$ cat config.mk
export PLATFORM = sky130hd
export DESIGN_NAME = mux_sel_arbiter
export DESIGN_NICKNAME = d
export VERILOG_FILES = /design/src/rtl/mux_arb_pkg.sv /design/src/rtl/arb_hold_counter.sv /design/src/rtl/mux_sel_arbiter.sv
export SDC_FILE = /design/constraint.sdc
export NUM_CORES = 1
export LEC_CHECK = 0
export ABC_AREA = 1
export BUFFER_PORTS_ARGS = -buffer_cell sky130_fd_sc_hd__buf_4
export CAP_MARGIN = 20
export CORE_MARGIN = 2
export CORE_UTILIZATION = 35
export DETAILED_ROUTE_END_ITERATION = 6
export GPL_TIMING_DRIVEN = 0
export PLACE_DENSITY = 0.59
export SLEW_MARGIN = 10
export SYNTH_ARGS = -nofsm -noshare
export SYNTH_HDL_FRONTEND = slang
export SYNTH_HIERARCHICAL = 1
export SYNTH_SLANG_ARGS = --single-unit
$ cat constraint.sdc
create_clock -name clk -period 1.47 [get_ports clk]
set_input_delay 0.294 -clock clk [delete_from_list [all_inputs] [get_ports clk]]
set_output_delay 0.294 -clock clk [all_outputs]
set_load 0.05 [all_outputs]
$ cat src/rtl/mux_arb_pkg.sv
// ---------------------------------------------------------------------------
// mux_arb_pkg
// Shared definitions for the two-source mux select arbiter.
//   arb_state_t      : arbiter FSM state encoding (IDLE, G0, G1)
//   MAX_HOLD_DEFAULT : default maximum number of consecutive grant cycles
//                      a source may hold while the other one waits
// ---------------------------------------------------------------------------
package mux_arb_pkg;

   typedef enum logic [1:0] {
      IDLE = 2'd0,
      G0   = 2'd1,
      G1   = 2'd2
   } arb_state_t;

   localparam int MAX_HOLD_DEFAULT = 4;

endpackage : mux_arb_pkg

$ cat src/rtl/arb_hold_counter.sv
// ---------------------------------------------------------------------------
// arb_hold_counter
// Counts how many cycles the arbiter has stayed in its current state.
// The count saturates at MAX_HOLD-1 so a lone requester can hold its
// grant forever without the count wrapping back to zero.
//   clk   : clock, rising edge
//   rst_n : synchronous active-low reset, clears the count
//   clear : force the count to 0 (state entry)
//   en    : advance the count by one, stopping at MAX_HOLD-1
//   count : current hold count, width clog2(MAX_HOLD)
// ---------------------------------------------------------------------------
module arb_hold_counter #(
   parameter  int MAX_HOLD = 4,
   localparam int CW       = $clog2(MAX_HOLD)
) (
   input  logic          clk,
   input  logic          rst_n,
   input  logic          clear,
   input  logic          en,
   output logic [CW-1:0] count
);

   localparam logic [CW-1:0] COUNT_MAX = CW'(MAX_HOLD - 1);

   // Count register: reset and clear both return to zero; clear wins over
   // en so a state change always starts the new hold period at zero.
   // Incrementing stops once the count reaches its ceiling.
   always_ff @(posedge clk) begin
      if (!rst_n) begin
         count <= '0;
      end else if (clear) begin
         count <= '0;
      end else if (en && (count != COUNT_MAX)) begin
         count <= count + CW'(1);
      end
   end

endmodule : arb_hold_counter

$ cat src/rtl/mux_sel_arbiter.sv
// ---------------------------------------------------------------------------
// mux_sel_arbiter
// Round-robin arbiter for two sources sharing a mux_2to1. Every output is
// registered. A source holding its grant while the other waits is
// preempted after MAX_HOLD cycles.
//   clk   : clock, rising edge
//   rst_n : synchronous active-low reset
//   req0  : request from source 0 (mux in0)
//   req1  : request from source 1 (mux in1)
//   sel   : mux select, 0 in G0, 1 in G1, held at last value in IDLE
//   gnt0  : grant to source 0
//   gnt1  : grant to source 1
//   busy  : a grant is active
// ---------------------------------------------------------------------------
module mux_sel_arbiter
   import mux_arb_pkg::*;
#(
   parameter int MAX_HOLD = MAX_HOLD_DEFAULT
) (
   input  logic clk,
   input  logic rst_n,
   input  logic req0,
   input  logic req1,
   output logic sel,
   output logic gnt0,
   output logic gnt1,
   output logic busy
);

   localparam int CW = $clog2(MAX_HOLD);

   arb_state_t    state;
   arb_state_t    state_next;
   logic          last_q;
   logic          last_next;
   logic          sel_next;
   logic          gnt0_next;
   logic          gnt1_next;
   logic          busy_next;
   logic [CW-1:0] hold_count;
   logic          hold_max;
   logic          hold_clear;
   logic          hold_en;

   // Any change of state restarts the hold count, including a direct
   // G0<->G1 handover; otherwise the count keeps advancing.
   assign hold_clear = (state_next != state);
   assign hold_en    = !hold_clear;
   assign hold_max   = (hold_count == CW'(MAX_HOLD - 1));

   arb_hold_counter #(
      .MAX_HOLD (MAX_HOLD)
   ) u_hold_counter (
      .clk   (clk),
      .rst_n (rst_n),
      .clear (hold_clear),
      .en    (hold_en),
      .count (hold_count)
   );

   // State and output registers. Outputs are loaded from their next-state
   // values so they switch on the same edge as the state itself. Reset
   // leaves last pointing at source 1 so source 0 wins the first contention.
   always_ff @(posedge clk) begin
      if (!rst_n) begin
         state  <= IDLE;
         sel    <= 1'b0;
         gnt0   <= 1'b0;
         gnt1   <= 1'b0;
         busy   <= 1'b0;
         last_q <= 1'b1;
      end else begin
         state  <= state_next;
         sel    <= sel_next;
         gnt0   <= gnt0_next;
         gnt1   <= gnt1_next;
         busy   <= busy_next;
         last_q <= last_next;
      end
   end

   // Next-state logic. From IDLE a lone request wins outright and a tie
   // goes to the source that was not granted last. While granted, the
   // owner keeps the grant until it drops its request, or until the other
   // source is waiting and the hold count has reached its limit.
   always_comb begin
      state_next = state;
      case (state)
         IDLE: begin
            if (req0 && req1) begin
               state_next = last_q ? G0 : G1;
            end else if (req0) begin
               state_next = G0;
            end else if (req1) begin
               state_next = G1;
            end
         end
         G0: begin
            if (!req0) begin
               state_next = req1 ? G1 : IDLE;
            end else if (req1 && hold_max) begin
               state_next = G1;
            end
         end
         G1: begin
            if (!req1) begin
               state_next = req0 ? G0 : IDLE;
            end else if (req0 && hold_max) begin
               state_next = G0;
            end
         end
         default: begin
            state_next = IDLE;
         end
      endcase
   end

   // Next output values derived from the upcoming state. sel keeps its
   // previous value in IDLE so the mux output stays put between grants,
   // and last is only rewritten when a grant state is actually entered.
   always_comb begin
      gnt0_next = (state_next == G0);
      gnt1_next = (state_next == G1);
      busy_next = (state_next != IDLE);
      sel_next  = sel;
      last_next = last_q;
      if (state_next == G0) begin
         sel_next = 1'b0;
      end else if (state_next == G1) begin
         sel_next = 1'b1;
      end
      if (state_next != state) begin
         if (state_next == G0) begin
            last_next = 1'b0;
         end else if (state_next == G1) begin
            last_next = 1'b1;
         end
      end
   end

endmodule : mux_sel_arbiter

==> impl_metrics.json <==
{
  "status": "finished, final reports clean",
  "h-tree-depth": 1,
  "grt.total_usage_pct": 12.23,
  "dr_total_vias": 482,
  "slew_viol_final": 0,
  "dieArea_um2": 1843,
  "dp_slack_ps": -21.23,
  "grt_pass1_wl_um": 1607,
  "worstMarginPinSlew_ps": 138.0,
  "critPathRequiredTime_ps": 1620,
  "finalSetupTns_ps": 0,
  "cellPowerDensity_nw_per_um2": 1429,
  "diodes": 0,
  "r2r_cells": 9,
  "critical_path_class": "reg -> reg",
  "antenna_found_initial": 0,
  "grt-ovfl-total": 0,
  "dpl-instance-area_um2": 603.1,
  "post-dp-hpwl_um": 683.8,
  "fin_crit_ps": 1376,
  "die_h_um": 42.93,
  "die_w_um": 42.93,
  "wl_um": 909,
  "clk_latency_ps": 260,
  "ys_types": 13,
  "final_nets": 101,
  "total_power_uw": 931.8,
  "synthCells": 80,
  "hp-class": "in -> reg",
  "numPortBuffers": 7,
  "routedWlPerCell_um": 8.495,
  "drc_errors": 0,
  "holdPathStages": 2,
  "syn2layout_area_growth_pct": 22.88,
  "cts_buffer_depth": 2,
  "avgSynthCellArea_um2": 6.631,
  "worstSetupStartpointType": "register",
  "start_util_pct": 36.49,
  "p_leak_nw": 0.3681,
  "setup_violations": 0,
  "cts_sinks": 9,
  "routabilityCongestion": 0.8626,
  "rsz0062_at_grt": "true",
  "hold_buffers": 0,
  "fin_crit_sh_pct": 93.62,
  "avgViaCountPerCell": 4.505,
  "timing.final.hold_violations": 0,
  "cp-end-kind": "register",
  "ant_nets": 0,
  "grt_busiest_layer": "met2",
  "drtPass1Iterations": 3,
  "r2r_end": "last_q",
  "drive_gt1_share_pct": 28.57,
  "synth_nets": 89,
  "grt_util_met2_pct": 16.67,
  "vdd_ir_drop_max_mv": 0.7441,
  "ys_ff_latch": 9,
  "fin_ws_ps": 93.72,
  "root_buffer": "clkbuf_4",
  "relSlewSlack_pct": 90.77,
  "use_met1_pct": 14.29,
  "dp_cells": 103,
  "fp-row-count": 14,
  "path_clk_slew_ps": 60,
  "coreArea_um2": 1454,
  "cts-resized-gates": 1,
  "seq_area_frac_synth_pct": 33.96,
  "grt_max_degree": 8,
  "post-route-cell-area_um2": 651.9,
  "synthesis.area_um2": 530.5,
  "worstHoldStart": "rst_n",
  "grt_pass1_vias": 409,
  "skew_ps": 1.546,
  "r2r-start": "state[1]",
  "ios": 8,
  "crit_arrival_ps": 1530,
  "r2r_slack_ps": 90,
  "met3_usage_pct": 6.383,
  "cts_buffers": 3,
  "cts_tree": "built",
  "postCtsSetupRepairBufs": 0,
  "cap_violations": 0,
  "fmax_mhz": 726.6,
  "drtIter0Drc": 5,
  "final_cells": 107,
  "crit_fanout": 5,
  "hold_path_end": "last_q",
  "ys_warn_count": 6
}
layout by cell type, fill, tap and decap left out:
master     n
dfxtp_2    4
clkbuf_1   1
nor2_2     3
clkbuf_4   3
inv_1     16
nand4_1    1
o21ai_2    1
nor2_4     1
nor2_1    11
buf_4      7
nor3_1     1
ha_1       5
nand3_1    8
nand3_2    3
nand2_2    2
nand2_1   17
dfxtp_1    5
inv_2      2
Yosys cell counts, drive strengths merged:
master / number / area, um2
dfxtp: 9 / 180.2
nor3: 1 / 5.000
ha: 5 / 62.56
inv: 18 / 67.57
nor2: 15 / 63.81
nand3: 11 / 60.06
nand4: 1 / 6.260
o21ai: 1 / 8.760
nand2: 19 / 76.32
report_power, final:
group / switching (mW) / internal (mW) / total, mW
Sequential: 0.0403 / 0.298 / 0.339
Combinational: 0.259 / 0.148 / 0.407
Clock: 0.0819 / 0.104 / 0.186
Total: 0.381 / 0.551 / 0.932
cells by family after synthesis:
kind of cell | after synthesis | synth area share [%]
buffers and inverters | 18 | 12.74
AND/OR/NAND/NOR | 47 | 39.86
AO/OA/AOI/OAI | 1 | 1.651
adder cells (fa/ha/maj) | 5 | 11.79
flip-flops | 9 | 33.96
area by class of cell:
type	count	area, um2
fillers	161	802.0
repair buffers	7	52.55
clock buffers	4	26.28
inverters	18	67.56
well taps	16	20.02
flip-flops and latches	9	185.2
multi-input cells	53	300.3
sequential cells by signal (all words and copies together) (netlist names):
name,cells
gnt1,1
last_q,1
busy,1
gnt0,1
sel,1
u_hold_counter/count,2
state,2
worst max-delay path by stage:
stage / endpoint / from / slack (ps)
final: last_q / state[1] / 90
after global routing: last_q / state[1] / -50
after CTS: last_q / u_hold_counter/count[0] / 10
after detailed placement: last_q / req1 / -20
after global placement: last_q / req1 / -20
after floorplan: last_q / state[0] / 140
stage by stage:
step / utilization, % / hold slack (ps)
floorplan: - / 366.4
global placement: 41.48 / 466.1
detailed placement: 41.48 / 471.3
CTS: 43.37 / 252.0
global route: 44.84 / 251.3
finish: 44.84 / 262.1
per-layer routing:
layer	wire (um)	up-vias	share of wire, %
met5	0	-	0
met4	27	0	3.0
met3	42	5	4.6
met2	437	5	48
met1	402	210	44
li1	-	262	-
worst max-delay path: stages (launching register included):
cell and delay, ps:
dfxtp_2 350, inv_1 70, nand2_1 50, nor2_1 90, nand2_1 90, nand3_2 90, inv_1 80, ha_1 290
nand3_1 100, nand3_2 70
Power figures use the tool's default switching activity.
